--- src/rtl/program_mem_loadable.sv ---
// Run-time loadable program memory: core fetch port (pc -> ir) plus a streaming load port that
// Latency: fetch is registered, ir/ir_valid reflect pc sampled on the previous edge (RUN only).
// Backpressure: ld_ready is high only in LOAD; ld_valid low stalls the load indefinitely.
//
// Ports:
//   clk, res            clock and synchronous active-high reset
//   pc / ir, ir_valid   fetch address and registered instruction with its valid flag
//   ld_start            request a new load (honoured in RUN only)
//   ld_valid, ld_last,  load beat handshake, final-word marker and data word
//   ld_data, ld_ready
//   ld_done             one-cycle pulse when returning to RUN after a load
//   busy                high while loading or clearing
//   ld_count            words accepted by the most recent completed load
//
// Load words are written from address 0 upward. Any words past the final loaded word are
// then zeroed (NOP) by a CLEAR pass before fetch resumes.
module program_mem_loadable #(
    parameter int PC_WIDTH   = 8,
    parameter int DATA_WIDTH = 16,
    parameter int DEPTH      = 256
) (
    input  logic                  clk,
    input  logic                  res,
    input  logic [PC_WIDTH-1:0]   pc,
    output logic [DATA_WIDTH-1:0] ir,
    output logic                  ir_valid,
    input  logic                  ld_start,
    input  logic                  ld_valid,
    input  logic                  ld_last,
    input  logic [DATA_WIDTH-1:0] ld_data,
    output logic                  ld_ready,
    output logic                  ld_done,
    output logic                  busy,
    output logic [PC_WIDTH:0]     ld_count
);

    localparam int AW = (DEPTH > 1) ? $clog2(DEPTH) : 1;
    localparam int PW = PC_WIDTH + 1;
    localparam logic [PC_WIDTH:0] DEPTH_W   = PW'(DEPTH);
    localparam logic [PC_WIDTH:0] LAST_ADDR = PW'(DEPTH - 1);

    typedef enum logic [1:0] {
        S_RUN   = 2'd0,
        S_LOAD  = 2'd1,
        S_CLEAR = 2'd2
    } state_t;

    state_t                state;
    state_t                state_nxt;
    logic [PC_WIDTH:0]     wptr;
    logic [PC_WIDTH:0]     wptr_inc;
    logic                  beat;
    logic                  load_end;
    logic                  clear_end;
    logic                  mem_we;
    logic [DATA_WIDTH-1:0] mem_wdata;
    logic                  fetch_en;
    logic                  pc_in_range;

    logic [DATA_WIDTH-1:0] mem [DEPTH];

    assign wptr_inc    = wptr + 1'b1;
    assign beat        = (state == S_LOAD) && ld_valid;
    // Leaving LOAD either on the marked last word or on the top physical word.
    assign load_end    = beat && (ld_last || (wptr == LAST_ADDR));
    assign clear_end   = (state == S_CLEAR) && (wptr == LAST_ADDR);
    // Compare at PC_WIDTH+1 bits so DEPTH == 2^PC_WIDTH is handled.
    assign pc_in_range = ({1'b0, pc} < DEPTH_W);

    // State register
    always_ff @(posedge clk) begin
        if (res) begin
            state <= S_RUN;
        end else begin
            state <= state_nxt;
        end
    end

    // Next-state logic
    always_comb begin
        state_nxt = state;
        case (state)
            S_RUN: begin
                if (ld_start) begin
                    state_nxt = S_LOAD;
                end
            end
            S_LOAD: begin
                if (load_end) begin
                    // A full-depth load leaves nothing to clear.
                    state_nxt = (wptr_inc < DEPTH_W) ? S_CLEAR : S_RUN;
                end
            end
            S_CLEAR: begin
                if (clear_end) begin
                    state_nxt = S_RUN;
                end
            end
            default: state_nxt = S_RUN;
        endcase
    end

    // Output / control decode
    always_comb begin
        ld_ready  = 1'b0;
        busy      = 1'b1;
        mem_we    = 1'b0;
        mem_wdata = ld_data;
        fetch_en  = 1'b0;
        case (state)
            S_RUN: begin
                busy     = 1'b0;
                // The fetch in the ld_start cycle is dropped.
                fetch_en = !ld_start;
            end
            S_LOAD: begin
                ld_ready = 1'b1;
                mem_we   = ld_valid;
            end
            S_CLEAR: begin
                mem_we    = 1'b1;
                mem_wdata = '0;
            end
            default: begin
                busy = 1'b0;
            end
        endcase
    end

    // Datapath registers
    always_ff @(posedge clk) begin
        if (res) begin
            wptr     <= '0;
            ir       <= '0;
            ir_valid <= 1'b0;
            ld_done  <= 1'b0;
            ld_count <= '0;
        end else begin
            ld_done <= (state != S_RUN) && (state_nxt == S_RUN);

            if ((state == S_RUN) && ld_start) begin
                wptr <= '0;
            end else if (mem_we) begin
                wptr <= wptr_inc;
            end

            if (load_end) begin
                ld_count <= wptr_inc;
            end

            if (fetch_en) begin
                ir       <= pc_in_range ? mem[pc[AW-1:0]] : '0;
                ir_valid <= 1'b1;
            end else begin
                ir       <= '0;
                ir_valid <= 1'b0;
            end
        end
    end

    // Memory array: contents are deliberately not reset; reset blocks any in-flight write.
    always_ff @(posedge clk) begin
        if (!res && mem_we) begin
            mem[wptr[AW-1:0]] <= mem_wdata;
        end
    end

endmodule

--- config.mk ---
export PLATFORM = sky130hd
export DESIGN_NAME = program_mem_loadable
export DESIGN_NICKNAME = d
export VERILOG_FILES = /design/src/rtl/program_mem_loadable.sv
export SDC_FILE = /design/constraint.sdc
export NUM_CORES = 2
export LEC_CHECK = 0
export BUFFER_PORTS_ARGS = -buffer_cell sky130_fd_sc_hd__buf_2
export CORE_MARGIN = 2
export CORE_UTILIZATION = 40
export CTS_CLUSTER_SIZE = 8
export DETAILED_ROUTE_END_ITERATION = 10
export SETUP_SLACK_MARGIN = 0.2
export SYNTH_ARGS = -nofsm -noshare
export SYNTH_HDL_FRONTEND = slang
export SYNTH_SLANG_ARGS = --single-unit
--- constraint.sdc ---
create_clock -name clk -period 7.9 [get_ports clk]
set_input_delay 0 -clock clk [delete_from_list [all_inputs] [get_ports clk]]
set_output_delay 0 -clock clk [all_outputs]
set_load 0.01 [all_outputs]
==> qor.csv <==
stage;metric;value;unit
status;status;finished, violations left;
status;violations;capacitance limit, slew limit;
power;power_frac_seq;49.5;%
grt;grt_usage;23.5;%
die;ios;58;
power;power.density;266;nW/um^2
clocking;numCtsBuffers;588;
sta;setup_viol_count_final;0;
synthesis;synth_top_area_share;77.0;%
route;route.detailed.drc;0;
power;p_sw;10.6;mW
hold_path;min_path_type;in -> reg;
synthesis;synth_edf_count;4096;
synthesis;synth_seq_area_share;77.5;%
route;vias;84440;
job;maxCapViolations;1;
grt;grt_pass1_wl;669000;um
cells_and_area;fill_cells;32569;
critical_path;reg2reg_setup_slack;3.21;ns
grt;antenna_found_initial;34;
clocking;hold_buffers;36;
synthesis;ys_warn_count;0;
route;wl_per_cell;35.3;um
grt;grt_pass1_vias;82974;
power;p_total;49.0;mW
cells_and_area;synthToLayoutAreaGrowth;15.4;%
critical_path;start_kind;input port;
grt;grt_max_degree;180;
synthesis;synth_ff_type;edfxtp_1;
sta;period_share;63.2;%
die;die_y;636;um
power;ir_drop;0.231;mV
power;clkPwrFrac;46.0;%
power;internal-power;38.3;mW
cells_and_area;fin_nets;8356;
die;die-area;404000;um^2
sta;clock_skew;0.0552;ns
power;leakagePower;58.4;nW
cells_and_area;drive_gt1_share;23.5;%
critical_path;arrival;5.86;ns
clocking;cts_tree;done;
place;hpwl;295000;um
route;postRouteAntennaNets;0;
die;core_area;399000;um^2
place;dp_slack;2.96;ns
clocking;root_buffer;clkbuf_16;
synthesis;avgSynthCellArea;20.8;um^2
clocking;clk_pin_slew_worst_paths;0.05;ns
critical_path;cp-end-kind;flip-flop;
synthesis;synth_cells;7671;
clocking;postCtsSetupBuffers;0;
route;avgViaCountPerCell;6.15;
critical_path;cp.required;8.77;ns
route;first_pass_iters;7;
synthesis;syn_nets;7709;
sta;fmax;0.200;GHz
synthesis;synth_seq_cells;4134;
die;start_util;40.1;%
clocking;cts_sinks;4134;
clocking;clk_latency;1.05;ns
sta;final-hold-violation-count;0;
synthesis;synthTopCellsByArea;edfxtp_1 (77%), mux4_2 (11%), mux2i_1 (3.2%);
sta;worst_pin_slew;1.55;ns
route;first_iter_violations;12808;
die;num_rows;232;
power;p_sw_share;21.7;%
synthesis;yosysTopAreaCell;edfxtp_1;
synthesis;syn_area;160000;um^2
clocking;cts_htree_levels;6;
synthesis;yosysUniqueCellTypes;76;
grt;grt-ovfl-total;0;
place;place_congestion;0.917;
sta;fin_crit;4.99;ns
sta;rsz0062_at_grt;false;
critical_path;cp_max_fo;39;
clocking;cts_max_path_buffers;4;
sta;relSlewSlack;-3.42;%
die;fp.dieW;636;um
place;io_buffers;57;
sta;slew_violations;80;
synthesis;async_reset_ff_share;0;%
route;routed_wirelength;484000;um
sta;setup_ws;2.91;ns
clocking;ctsResizeCount;0;
critical_path;path_class;in -> reg;
power;combinationalPowerShare;4.5;%
[metrics by stage]
step                cells  setup TNS (ns)  instance area, um^2  utilization [%]  hold WS [ns]
floorplan            7671        -2912.85               160000                -        0.0885
global placement    12957               0               168000             42.1         0.374
detailed placement  12957               0               168000             42.1         0.374
CTS                 13704               0               184000             46.2       0.00254
global route        13723               0               184000             46.2        0.0672
finish              13741               0               184000             46.3        0.0511
[state kept, by name, summed over array words and instances, names as in the netlist]
register,flops
ir_valid,1
ld_count,9
mem,4096
state,2
ld_done,1
ir,16
wptr,9
[routing by layer]
| metal | GRT usage [%] | share of wire, % | vias to the layer above |
|---|---|---|---|
| li1 | - | - | 33312 |
| met1 | 31.5 | 38 | 44803 |
| met2 | 36.1 | 46 | 5283 |
| met3 | 5.62 | 11 | 1036 |
| met4 | 11.7 | 5.5 | 6 |
| met5 | 0 | 0.0087 | - |
[power groups by stage]
stage / combinational [mW] / clock (mW) / sequential (mW)
6_report: 2.22 / 22.5 / 24.2
5_1_grt: 2.27 / 23.7 / 24.2
4_1_cts: 2.20 / 22.8 / 24.2
3_5_place_dp: 2.18 / 0 / 24.6
3_3_place_gp: 2.15 / 0 / 24.6
2_1_floorplan: 1.25 / 0 / 24.7
[Yosys cell counts, drive strengths merged (10+ instances only)]
library cell  instances
a2111oi              29
a211oi               58
a21o                 11
a21oi               100
a22oi                90
a311oi               14
a31oi                16
and2                 28
buf                 263
clkbuf              206
dfxtp                38
edfxtp             4096
mux2                 19
mux2i               518
mux4                775
nand2               119
nand2b               18
nand3                98
nand4                34
nor2                360
nor2b                42
nor3                114
nor4                 65
o21ai               112
o221ai              145
o22a                 10
o22ai               149
or3                  19
[path summary, 6_finish.rpt]
check | end | cells after the start | start
worst max-delay path | ir[9] | 11 | pc[2]
worst min register to register | ld_count[1] | 2 | ld_count[1]
worst min-delay path | ld_count[1] | 3 | res
worst max register to register | mem[56][2] | 9 | state[0]
[logic make-up after synthesis]
kind of cell | share of synthesized area, %
AOI/OAI and AO/OA | 3.52
xor gates and xnor gates | 0.0439
adders and majority gates | 0.0705
buffers and inverters | 1.79
DFF | 77.5
muxes | 14.3
and+or+nand+nor | 2.79
[cell usage in the layout (no fill, tap or decap), types with 14 or more instances in the layout]
cell type      count
a2111oi_0         27
a211oi_1          58
a21oi_1          100
a22oi_1           90
a311oi_1          14
a31oi_1           15
and2_1            27
buf_12            32
buf_2             53
buf_4            402
clkbuf_1          64
clkbuf_16        594
clkinv_8          14
dfxtp_1           38
diode_2           37
dlygate4sd3_1     36
edfxtp_1        4096
mux2_2            19
mux2i_1          518
mux4_2           770
nand2_1          119
nand2b_1          17
nand3_1           97
nand4_1           34
nor2_1           353
nor2b_1           22
nor2b_4           18
nor3_1           113
nor4_1            64
o21ai_0          111
o221ai_1         145
o22ai_1          144
or3_1             19
[critical path: stages]
cell and delay [ns]:
dlygate4sd3_1 0.55, buf_6 0.41, buf_4 0.45, or2_4 0.52
buf_4 0.56, buf_4 0.60, o22ai_1 0.18, a2111oi_0 1.20
nor4_1 0.37, nand4b_1 0.63, o22ai_1 0.15
[area by class of cell]
class	instances	area, um^2	share of cell area (%)
repair buffers	526	4330	2.35
well taps	5265	6590	3.57
inverters	8	35.0	0.0190
clock buffers	658	15100	8.19
multi-input cells	3060	33400	18.1
clock inverters	53	1020	0.553
flip-flops and latches	4134	124000	67.1
diodes	37	92.6	0.0502
(Power assumes the default switching activity.)
